--- config.mk ---
export PLATFORM = sky130hd
export DESIGN_NAME = shift_exec_stage
export DESIGN_NICKNAME = d
export VERILOG_FILES = /design/src/rtl/shift_exec_stage.sv
export SDC_FILE = /design/constraint.sdc
export NUM_CORES = 1
export LEC_CHECK = 0
export BUFFER_PORTS_ARGS = -buffer_cell sky130_fd_sc_hd__buf_2
export CAP_MARGIN = 20
export CELL_PAD_IN_SITES_DETAIL_PLACEMENT = 1
export CELL_PAD_IN_SITES_GLOBAL_PLACEMENT = 1
export CORE_MARGIN = 2
export CORE_UTILIZATION = 49
export CTS_BUF_LIST = sky130_fd_sc_hd__clkbuf_2
export DETAILED_ROUTE_END_ITERATION = 10
export HOLD_SLACK_MARGIN = 0.08
export PLACE_DENSITY_LB_ADDON = 0.1
export SETUP_SLACK_MARGIN = 0.05
export SLEW_MARGIN = 30
export SYNTH_ARGS = -nofsm -noshare
export SYNTH_HDL_FRONTEND = slang
export SYNTH_SLANG_ARGS = --single-unit
--- constraint.sdc ---
create_clock -name clk -period 7.6 [get_ports clk]
set_clock_uncertainty 0.15 [all_clocks]
set_input_delay 0.76 -clock clk [delete_from_list [all_inputs] [get_ports clk]]
set_output_delay 0.76 -clock clk [all_outputs]
set_load 0.02 [all_outputs]
--- src/rtl/shift_exec_stage.sv ---
// Two-stage shift execution unit (SLL/SRL/SRA) with valid/ready on both sides.
// Optional rotate-right for op 11 is enabled by defining SHIFT_EXEC_ROTATE_EN.
module shift_exec_stage #(
    parameter int unsigned XLEN = 32,
    parameter int unsigned REGW = 5
) (
    input  logic            clk,
    input  logic            rst,
    input  logic            flush,
    input  logic            in_valid,
    output logic            in_ready,
    input  logic [1:0]      in_op,
    input  logic            in_use_imm,
    input  logic [XLEN-1:0] in_rs1,
    input  logic [XLEN-1:0] in_rs2,
    input  logic [4:0]      in_imm,
    input  logic [REGW-1:0] in_rd,
    output logic            out_valid,
    input  logic            out_ready,
    output logic [XLEN-1:0] out_result,
    output logic [REGW-1:0] out_rd,
    output logic            out_zero,
    output logic            out_illegal
);

    localparam int unsigned SHW = 5;

    localparam logic [1:0] OP_SLL = 2'b00;
    localparam logic [1:0] OP_SRL = 2'b01;
    localparam logic [1:0] OP_SRA = 2'b10;

    logic            s1_valid;
    logic [1:0]      s1_op;
    logic [SHW-1:0]  s1_shamt;
    logic [XLEN-1:0] s1_rs1;
    logic [REGW-1:0] s1_rd;

    logic            s2_adv;
    logic            s1_adv;
    logic            in_fire;
    logic [SHW-1:0]  in_shamt;
    logic [XLEN-1:0] s1_shifted;
    logic            s1_illegal;
    logic            rs2_hi_unused;

    // Only rs2[4:0] carries a shift amount; the upper bits are architecturally ignored.
    assign rs2_hi_unused = ^in_rs2[XLEN-1:SHW];

    assign s2_adv   = !out_valid || out_ready;
    assign s1_adv   = !s1_valid || s2_adv;
    assign in_ready = s1_adv && !flush;
    assign in_fire  = in_valid && in_ready;
    assign in_shamt = in_use_imm ? in_imm : in_rs2[SHW-1:0];

`ifdef SHIFT_EXEC_ROTATE_EN
    logic [XLEN-1:0] s1_rot;

    // Shifting the doubled word right leaves the rotation in the low half.
    assign s1_rot = XLEN'({s1_rs1, s1_rs1} >> s1_shamt);
`endif

    // Shift datapath between S1 and S2
    always_comb begin
        s1_shifted = s1_rs1;
        s1_illegal = 1'b0;
        case (s1_op)
            OP_SLL:  s1_shifted = s1_rs1 << s1_shamt;
            OP_SRL:  s1_shifted = s1_rs1 >> s1_shamt;
            OP_SRA:  s1_shifted = XLEN'($signed(s1_rs1) >>> s1_shamt);
            default: begin
`ifdef SHIFT_EXEC_ROTATE_EN
                s1_shifted = s1_rot;
`else
                s1_shifted = s1_rs1;
                s1_illegal = 1'b1;
`endif
            end
        endcase
    end

    // S1: operand capture
    always_ff @(posedge clk or posedge rst) begin
        if (rst) begin
            s1_valid <= 1'b0;
            s1_op    <= 2'b00;
            s1_shamt <= '0;
            s1_rs1   <= '0;
            s1_rd    <= '0;
        end else begin
            if (flush) begin
                s1_valid <= 1'b0;
            end else if (in_fire) begin
                s1_valid <= 1'b1;
            end else if (s1_adv) begin
                s1_valid <= 1'b0;
            end
            if (in_fire) begin
                s1_op    <= in_op;
                s1_shamt <= in_shamt;
                s1_rs1   <= in_rs1;
                s1_rd    <= in_rd;
            end
        end
    end

    // S2: result register driving writeback
    always_ff @(posedge clk or posedge rst) begin
        if (rst) begin
            out_valid   <= 1'b0;
            out_result  <= '0;
            out_rd      <= '0;
            out_zero    <= 1'b0;
            out_illegal <= 1'b0;
        end else begin
            if (flush) begin
                out_valid <= 1'b0;
            end else if (s2_adv) begin
                out_valid <= s1_valid;
            end
            if (s2_adv && s1_valid) begin
                out_result  <= s1_shifted;
                out_rd      <= s1_rd;
                out_zero    <= (s1_shifted == '0);
                out_illegal <= s1_illegal;
            end
        end
    end

endmodule

==> reports/metrics.csv, run 1 <==
metric,value,unit
Fin Setup TNS,0,ns
share of the synthesized area in the top cell type,27.3,%
Unique masters post-synth,71,
minimum clock period,5.02,ns
Starting Density,49.6,%
clock tree buffer depth,2,
Placed Instances,1077,
"Reg clk slew, reported paths",0.37,ns
RSZ-0062 raised after global routing,no,
WHS,0.115,ns
global placement routability congestion,1.02,
initial DRC count,904,
commonest cells in the netlist,"94 x nand2_1, 89 x mux2_2, 85 x dfrtp_1",
Yosys reg bits,85,
PD cells,288,nW/um2
Post-synth EDFFs,0,
syn nets,929,
Die H,130,um
Ports,123,
Setup crit start kind,register,
count of maximum capacitance violations,0,
Leak Pwr,3.46,nW
Hold WC Path Type,input pin to register,
clock latency on the worst-skew pair,0.69,ns
Die ar.,16900,um2
slew at the pin closest to its max-slew limit,1.04,ns
antenna-violating nets left,0,
"Arr. time, crit path",5.40,ns
Synth Flop Type,dfrtp_1,
core area,15700,um2
layout cells sized above 1,30.6,%
wl on met1,12600,um
CP peak stage delay,1.07,ns
Syn. warnings,0,
highest metal used,met4,
max-slew violations,0,
post-synthesis cell area,7790,um2
Residual DRC,0,
Buf/Inv on CP,1,
first-pass iteration count of the detailed router,5,
Worst Path Required,7.98,ns
met2 wire len,14900,um
worst vdd ir,0.000199,V
fin nets,955,
Resize count post-CTS,0,
first-pass GRT wire length,47900,um
crit path max-delay cell type,dfrtp_4,
Finish-stage setup viols,0,
"delay-heaviest family, CP",compound AO/OA/AOI/OAI gates,
clk root buf,clkbuf_2,
Synth area leaders,"dfrtp_1 27%, mux2_2 13%, mux4_2 11%, mux2i_1 8.0%, nand2_1 4.5%",
P&R area growth vs syn,7.10,%
largest net degree at the start of global routing,66,
cell taking the most area after synthesis,dfrtp_1,
initial antenna violation count,1,
port buffer count,95,
grt ovf,0,
CTS tree,yes,
fin util,53.1,%
vias,7764,
number of global-route vias before repair,7608,
Syn Inst Count,847,
"Seq/Total Area, Yosys",27.3,%
routed len/inst,29.4,um
WL final,32200,um
"count leader, synth",nand2_1,
GRT Total Usage,38.5,%
sequence of cells on the critical path,buf_4 > mux2_2 > nand2b_1 > a32o_1 > o31ai_1 > o221ai_1 > a2111oi_2 > nand4_1 > or4_1 > o41ai_2,
H-Tree Depth,3,
"FFs w/ async S/R, synth",100,%
CTS sink count,85,
outcome,finished clean,
endpoints failing hold,0,
chip width,130,um
hpwl dp,23300,um
row count,46,
worst relative slew slack,30.5,%
met3 routed WL,3340,um
maximum clock frequency,199,MHz
fin cells,1095,
Tcrit/Tclk final,66.1,%
"Max FO, Critical Path",57,
Via-to-Cell Ratio,7.09,
Setup CP Type,register to register,
Setup crit end kind,register,
Syn Area/Cell,9.19,um2
CTS Buf Count,9,
[final cells by class]
type | instances | area (um2)
fillers | 1889 | 7370
multi-input cells | 661 | 5210
flip-flops and latches | 85 | 2130
repair buffers | 106 | 561
well taps | 216 | 270
clock inverters | 6 | 71.3
clock buffers | 9 | 45.0
inverters | 10 | 38.8
diodes | 2 | 5.00
[stage by stage]
step	total power, W	cell area [um2]	setup WS (ns)
final	0.00240	8340	2.58
after global routing	0.00250	8340	2.35
after CTS	0.00236	8330	2.65
after detailed placement	0.00208	8200	2.71
after global placement	0.00204	8200	2.82
after floorplan	0.00162	7790	4.29
[placed cells by master, fill, tap and decap left out, types with 6 or more instances in the layout]
cell type / instances
buf_2: 95
nand2_1: 92
mux2_2: 89
dfrtp_1: 81
nor2_1: 67
mux2i_1: 62
o21ai_0: 54
mux4_2: 37
a21oi_1: 34
nand2b_1: 14
a22oi_1: 14
nand3_1: 14
buf_4: 10
nor3_1: 9
and2_1: 9
o211ai_1: 9
clkbuf_2: 9
nor2b_1: 8
o22ai_1: 8
a31oi_1: 8
o221ai_1: 8
a211oi_1: 7
a211o_1: 7
a21o_1: 7
o31ai_1: 7
inv_1: 6
nand4_1: 6
[layer usage]
layer	vias to the layer above	GRT usage (%)
met5	-	0
met4	0	15.3
met3	93	8.28
met2	512	59.5
met1	3900	52.9
li1	3259	-
[sequential cells by signal (all words and copies together), names as in the netlist]
register / flops
out_result: 32
out_illegal: 1
s1_shamt: 5
out_valid: 1
out_rd: 5
s1_op: 2
s1_rs1: 32
s1_rd: 5
out_zero: 1
s1_valid: 1
[path summary, 6_finish.rpt]
kind | cells past startpoint | start | slack, ns | end
max in group asynchronous | 4 | rst | 5.63 | s1_shamt[1]
min in group asynchronous | 3 | rst | 0.54 | out_result[20]
setup reg to reg | 10 | s1_shamt[1] | 2.58 | out_zero
setup / recovery | 10 | s1_shamt[1] | 2.58 | out_zero
hold reg to reg | 2 | out_result[15] | 0.36 | out_result[15]
hold / removal | 2 | in_rs1[20] | 0.12 | s1_rs1[20]
[cell families after synthesis]
kind of cell | count (synthesis) | share of synthesized area (%)
AOI/OAI and AO/OA | 233 | 21.2
xor gates and xnor gates | 2 | 0.225
buffers and inverters | 101 | 5.95
DFF | 85 | 27.3
muxes | 189 | 31.7
and+or+nand+nor | 237 | 13.6
[report_power, final]
part / internal [W] / switching, W
Sequential: 0.000562 / 0.000204
Clock: 0.0000790 / 0.000195
Combinational: 0.000533 / 0.000825
[repair_timing]
action	in CTS	in global routing
hold buffers	1	0
hold endpoints to repair	33	0
buffers inserted	0	0
(Power assumes the default switching activity.)
==> inputs of run 2 (changes only) <==
--- a/config.mk
+++ b/config.mk
@@ -10,7 +10,7 @@
 export CELL_PAD_IN_SITES_DETAIL_PLACEMENT = 1
 export CELL_PAD_IN_SITES_GLOBAL_PLACEMENT = 1
 export CORE_MARGIN = 2
-export CORE_UTILIZATION = 49
+export CORE_UTILIZATION = 41
 export CTS_BUF_LIST = sky130_fd_sc_hd__clkbuf_2
 export DETAILED_ROUTE_END_ITERATION = 10
 export HOLD_SLACK_MARGIN = 0.08
==> constraint.sdc (replaced) <==
create_clock -name clk -period 4.5 [get_ports clk]
set_clock_uncertainty 0.15 [all_clocks]
set_input_delay 0.45 -clock clk [delete_from_list [all_inputs] [get_ports clk]]
set_output_delay 0.45 -clock clk [all_outputs]
set_load 0.02 [all_outputs]
==> reports/metrics.csv, run 2 (synthesized netlist as in run 1, its figures left out) <==
metric,value,unit,change
outcome,finished clean,,
Setup crit end,out_zero,,
Pint,0.00208,W,+77%
vias,8235,,+6.1%
CTS Buf Count,9,,unchanged
largest net degree at the start of global routing,58,,-12%
# hold bufs at CTS,53,,+52
core area,18600,um2,+19%
number of global-route vias before repair,8370,,+10%
slew at the pin closest to its max-slew limit,1.00,ns,-0.0382 ns
H-Tree Depth,3,,unchanged
Fin Setup TNS,0,ns,unchanged
count of maximum capacitance violations,0,,unchanged
reg2reg end,out_zero,,
"commonest non-fill, non-tap cell in the layout",buf_2,,
Comb pwr share,59.5,%,+2.9 points
Sequential Power Share,29.3,%,-2.6 points
layout cells sized above 1,32.3,%,+1.8 points
clk root buf,clkbuf_2,,
Resize count post-CTS,0,,unchanged
Critical Path Source,s1_shamt[1],,
origin of the critical flop-to-flop path,s1_shamt[1],,
Hold WC Path Type,input pin to asynchronous set/reset pin,,
initial DRC count,848,,-6.2%
clock tree buffer depth,2,,unchanged
PD cells,463,nW/um2,+61%
fin nets,1055,,+10%
Die H,142,um,+9.0%
P&R area growth vs syn,19.3,%,
setup repair bufs after CTS,0,,unchanged
Worst Path Required,4.96,ns,-3.02 ns
Die ar.,20100,um2,+19%
Setup crit start kind,register,,
routed len/inst,30.0,um,+2.1%
max-slew violations,0,,unchanged
antenna-violating nets left,0,,unchanged
row count,50,,+8.7%
global placement routability congestion,1.06,,+4.3%
GRT Total Usage,36.4,%,-2.0 points
Setup crit end kind,register,,
chip width,142,um,+9.0%
"Max FO, Critical Path",19,,-67%
worst relative slew slack,32.8,%,+2.3 points
Finish-stage setup viols,0,,unchanged
Setup CP Type,register to register,,
Via-to-Cell Ratio,6.78,,-4.4%
P_sw,0.00223,W,+82%
largest registers,"out_result (32), s1_rs1 (32)",,
CTS sink count,85,,unchanged
endpoints failing hold,0,,unchanged
Tcrit/Tclk final,94.4,%,+28 points
most frequent cells in the layout,"95 x buf_2, 92 x nand2_1, 89 x mux2_2",,
fin util,49.8,%,-3.2 points
"Arr. time, crit path",4.71,ns,-0.69 ns
reg2reg path depth,10,,unchanged
Ports,123,,unchanged
hpwl dp,26800,um,+15%
Leak Pwr,3.93,nW,+14%
minimum clock period,4.25,ns,-0.777 ns
first-pass GRT wire length,53700,um,+12%
CTS tree,yes,,
grt ovf,0,,unchanged
RSZ-0062 raised after global routing,no,,
maximum clock frequency,236,MHz,+18%
worst vdd ir,0.000221,V,+11%
"Reg clk slew, reported paths",0.38,ns,about the same
first-pass iteration count of the detailed router,5,,unchanged
port buffer count,95,,unchanged
Clock power frac,11.2,%,-0.2 points
Sw Share,51.7,%,+0.64 points
Reg2Reg Setup Slack,0.25,ns,-2.32 ns
Residual DRC,0,,unchanged
Starting Density,41.8,%,-7.8 points
clock latency on the worst-skew pair,0.72,ns,+0.03 ns
WL final,36400,um,+13%
initial antenna violation count,2,,+1
## run 2: cell count changes in the layout (fill, tap and decap cells not counted), sizes merged
cell | before | now
buf | 105 | 153
bufinv | 1 | 0
clkinv | 3 | 4
clkinvlp | 1 | 0
diode | 2 | 3
dlygate4sd3 | 1 | 53
inv | 11 | 13
## run 2: cell type report
| cell class | instances | area (um2) |
|---|---|---|
| fillers | 2165 | 9350 |
| multi-input cells | 661 | 5210 |
| flip-flops and latches | 85 | 2130 |
| repair buffers | 206 | 1490 |
| well taps | 234 | 293 |
| clock inverters | 7 | 76.3 |
| clock buffers | 9 | 45.0 |
| inverters | 10 | 38.8 |
| diodes | 3 | 7.51 |
## run 2: power by group through the flow
stage               clock, W  sequential (W)  combinational, W
floorplan                  0         0.00123           0.00150
global placement           0         0.00124           0.00241
detailed placement         0         0.00126           0.00245
CTS                 0.000491         0.00124           0.00250
global route        0.000512         0.00127           0.00270
finish              0.000484         0.00126           0.00256
## run 2: worst max-delay path: stages, from the launching register on
cell	delay, ns
dfrtp_4	0.76
buf_12	0.23
mux4_2	0.53
mux2i_1	0.31
nor2_1	0.07
a31o_1	0.20
o32a_1	0.43
a2111oi_2	0.45
nand4_1	0.23
or4_1	0.57
o41ai_2	0.20
## run 2: worst min path at each step
stage / from / cells past startpoint / to
floorplan: s1_rd[0] / 1 / out_rd[0]
global placement: out_result[8] / 1 / out_result[8]
detailed placement: out_result[8] / 1 / out_result[8]
CTS: rst / 3 / out_result[14]
global route: rst / 3 / out_result[0]
finish: rst / 3 / out_result[0]
## run 2: routing by layer
layer	share of wire, %	up-vias	GRT usage [%]
met5	0	-	0
met4	5.1	0	18.1
met3	10	123	10.2
met2	46	506	57.7
met1	39	4152	45.9
li1	-	3454	-
## run 2: metrics by stage
step	setup slack (ns)	instances	instance area [um2]	hold slack, ns	power, W
final	0.254	1215	9290	0.196	0.00431
after detailed placement	0.329	1143	8630	0.318	0.00371
after global placement	0.355	1143	8630	0.310	0.00365
after CTS	0.303	1212	9290	0.222	0.00423
after global routing	0.106	1213	9290	0.279	0.00448
after floorplan	1.19	847	7790	0.325	0.00273
==> inputs of run 3 (changes only) <==
--- a/config.mk
+++ b/config.mk
@@ -5,12 +5,13 @@
 export SDC_FILE = /design/constraint.sdc
 export NUM_CORES = 1
 export LEC_CHECK = 0
+export ABC_AREA = 1
 export BUFFER_PORTS_ARGS = -buffer_cell sky130_fd_sc_hd__buf_2
 export CAP_MARGIN = 20
 export CELL_PAD_IN_SITES_DETAIL_PLACEMENT = 1
 export CELL_PAD_IN_SITES_GLOBAL_PLACEMENT = 1
 export CORE_MARGIN = 2
-export CORE_UTILIZATION = 41
+export CORE_UTILIZATION = 37
 export CTS_BUF_LIST = sky130_fd_sc_hd__clkbuf_2
 export DETAILED_ROUTE_END_ITERATION = 10
 export HOLD_SLACK_MARGIN = 0.08
==> reports/metrics.csv, run 3 <==
metric,value,unit,change
worst relative slew slack,35.3,%,+2.4 points
commonest cells in the netlist,"431 x nand2_1, 326 x nand3_1, 85 x dfrtp_1",,
"Max FO, Critical Path",26,,+7
chip width,145,um,+2.2%
Hold WC Path Type,input pin to asynchronous set/reset pin,,
port buffer count,95,,unchanged
post-synthesis cell area,7340,um2,-5.7%
origin of the critical flop-to-flop path,s1_op[1],,
Setup CP Type,register to register,,
"commonest non-fill, non-tap cell in the layout",nand2_1,,
Critical Path Source,s1_op[1],,
minimum clock period,3.01,ns,-1.23 ns
Yosys reg bits,85,,unchanged
Reg2Reg Setup Slack,1.49,ns,+1.23 ns
layout cells sized above 1,15.2,%,-17 points
largest net degree at the start of global routing,69,,+19%
largest registers,"out_result (32), s1_rs1 (32)",,
clock tree buffer depth,2,,unchanged
fin nets,1372,,+30%
setup repair bufs after CTS,0,,unchanged
Leak Pwr,4.39,nW,+11%
Ports,123,,unchanged
Residual DRC,0,,unchanged
"Seq/Total Area, Yosys",29.0,%,+1.7 points
cell taking the most area after synthesis,dfrtp_1,,
first-pass GRT wire length,48500,um,-9.7%
row count,51,,+2.0%
CTS tree,yes,,
WL final,31500,um,-13%
share of the synthesized area in the top cell type,29.0,%,+1.7 points
max-slew violations,0,,unchanged
Synth area leaders,"dfrtp_1 29%, nand3_1 22%, nand2_1 22%, o21ai_0 3.7%, nor2_1 2.5%",,
clock latency on the worst-skew pair,0.61,ns,-0.11 ns
syn nets,1276,,+37%
Die H,145,um,+2.2%
total power,0.00344,W,-20%
Starting Density,37.7,%,-4.0 points
initial DRC count,632,,-25%
Syn Area/Cell,6.15,um2,-33%
number of global-route vias before repair,8492,,+1.5%
hpwl dp,23500,um,-12%
WHS,0.328,ns,+0.132 ns
worst vdd ir,0.000165,V,-25%
first-pass iteration count of the detailed router,5,,unchanged
Via-to-Cell Ratio,5.59,,-17%
Buf/Inv on CP,1,,unchanged
clk root buf,clkbuf_2,,
crit path max-delay cell type,a21oi_1,,
Finish-stage setup viols,0,,unchanged
Post-synth EDFFs,0,,unchanged
PD cells,406,nW/um2,-12%
Syn Inst Count,1194,,+41%
endpoints failing hold,0,,unchanged
sequence of cells on the critical path,nand2_2 > inv_4 > nor2_2 > nand2_1 > nand2_1 > a21oi_1 > nand2_1 > nor2_1 > nand2_1 > nor2_1 > nand2_1 > nand2_1,,
reg2reg end,out_zero,,
CP peak stage delay,0.54,ns,-0.22 ns
RSZ-0062 raised after global routing,no,,
maximum clock frequency,332,MHz,+41%
core area,19500,um2,+4.4%
Syn. warnings,0,,unchanged
Setup crit end kind,register,,
Setup crit start kind,register,,
"delay-heaviest family, CP",simple AND/OR/NAND/NOR gates,,
slew at the pin closest to its max-slew limit,0.971,ns,-0.0329 ns
global placement routability congestion,0.952,,-10%
grt ovf,0,,unchanged
"Reg clk slew, reported paths",0.27,ns,-0.11 ns
"FFs w/ async S/R, synth",100,%,unchanged
antenna-violating nets left,0,,unchanged
"count leader, synth",nand2_1,,
Die ar.,21000,um2,+4.4%
CP most frequent cell,nand2_1,,
"Arr. time, crit path",3.42,ns,-1.29 ns
initial antenna violation count,2,,unchanged
Tcrit/Tclk final,66.9,%,-27 points
GRT Total Usage,30.7,%,-5.7 points
Synth Flop Type,dfrtp_1,,
Unique masters post-synth,36,,-49%
Fin Setup TNS,0,ns,unchanged
H-Tree Depth,3,,unchanged
CTS sink count,85,,unchanged
CTS Buf Count,9,,unchanged
count of maximum capacitance violations,0,,unchanged
reg2reg path depth,12,,+2
outcome,finished clean,,
most frequent cells in the layout,"430 x nand2_1, 326 x nand3_1, 95 x buf_2",,
P&R area growth vs syn,15.4,%,
routed len/inst,20.2,um,-33%
vias,8728,,+6.0%
Worst Path Required,4.91,ns,-0.05 ns
[run 3: cell types whose count changed in the layout (fill, tap and decap cells not counted), moves of 14 or more]
cell and change:
mux2_2 -89, nand2_2 +17, a21oi_1 -20, nand2_1 +338
nand3_1 +312, buf_4 -44, nand2b_1 -14, nor2_1 -20
mux4_2 -37, nand3_2 +18, mux2i_1 -62, inv_1 +33
[run 3: what timing repair did]
action / 4_1_cts / 5_1_grt
hold buffers: 53 / 0
resized for setup: 0 / 0
hold endpoints to repair: 94 / 0
endpoints found under the setup margin: 0 / 0
[run 3: worst reg2reg max path, stage by stage (launching register included)]
cell,delay (ns)
dfrtp_1,0.53
nand2_2,0.37
inv_4,0.45
nor2_2,0.26
nand2_1,0.14
nand2_1,0.05
a21oi_1,0.54
nand2_1,0.10
nor2_1,0.11
nand2_1,0.09
nor2_1,0.12
nand2_1,0.06
nand2_1,0.05
[run 3: routing by layer]
layer / track usage (%) / part of all wire (%) / vias up
met5: 0 / 0 / -
met4: 13.1 / 4.1 / 0
met3: 4.71 / 5.9 / 50
met2: 46.8 / 44 / 287
met1: 43.3 / 46 / 4232
li1: - / - / 4159
[run 3: layout make-up]
type                            count  area (um2)
Inverter                           53         208
Sequential cell                    85        2130
Fill cell                        2703       11000
Clock buffer                        9        45.0
Clock inverter                      6        38.8
Antenna cell                        1        2.50
Tap cell                          265         332
Timing Repair Buffer              160        1120
Multi-Input combinational cell    981        4600
[run 3: cells by family (layout without fill, tap and decap cells)]
family,after synthesis,count (layout),share of synthesized area (%)
simple gates,878,878,54.8
buf+inv,128,228,8.57
compound gates,103,103,7.62
flops,85,85,29.0
other cells,0,1,0
[run 3: per-stage QoR]
| step | cell area [um2] | setup slack (ns) | instances | util [%] |
|---|---|---|---|---|
| global placement | 7860 | 1.56 | 1491 | 40.4 |
| global route | 8470 | 1.29 | 1560 | 43.5 |
| detailed placement | 7860 | 1.50 | 1491 | 40.4 |
| floorplan | 7340 | 1.71 | 1194 | - |
| CTS | 8470 | 1.55 | 1559 | 43.5 |
| finish | 8470 | 1.49 | 1560 | 43.5 |
[run 3: worst max path at each step]
stage | end | slack [ns] | depth (start not counted)
after floorplan | out_illegal | 1.71 | 1
after global placement | out_zero | 1.56 | 14
after detailed placement | out_zero | 1.50 | 14
after CTS | out_zero | 1.55 | 12
after global routing | out_zero | 1.29 | 12
final | out_zero | 1.49 | 12
[run 3: report_power, final]
part / total, W / switching, W / internal, W
combinational: 0.00198 / 0.00137 / 0.000604
clock: 0.000353 / 0.000284 / 0.0000694
sequential: 0.00111 / 0.000193 / 0.000917
total: 0.00344 / 0.00185 / 0.00159
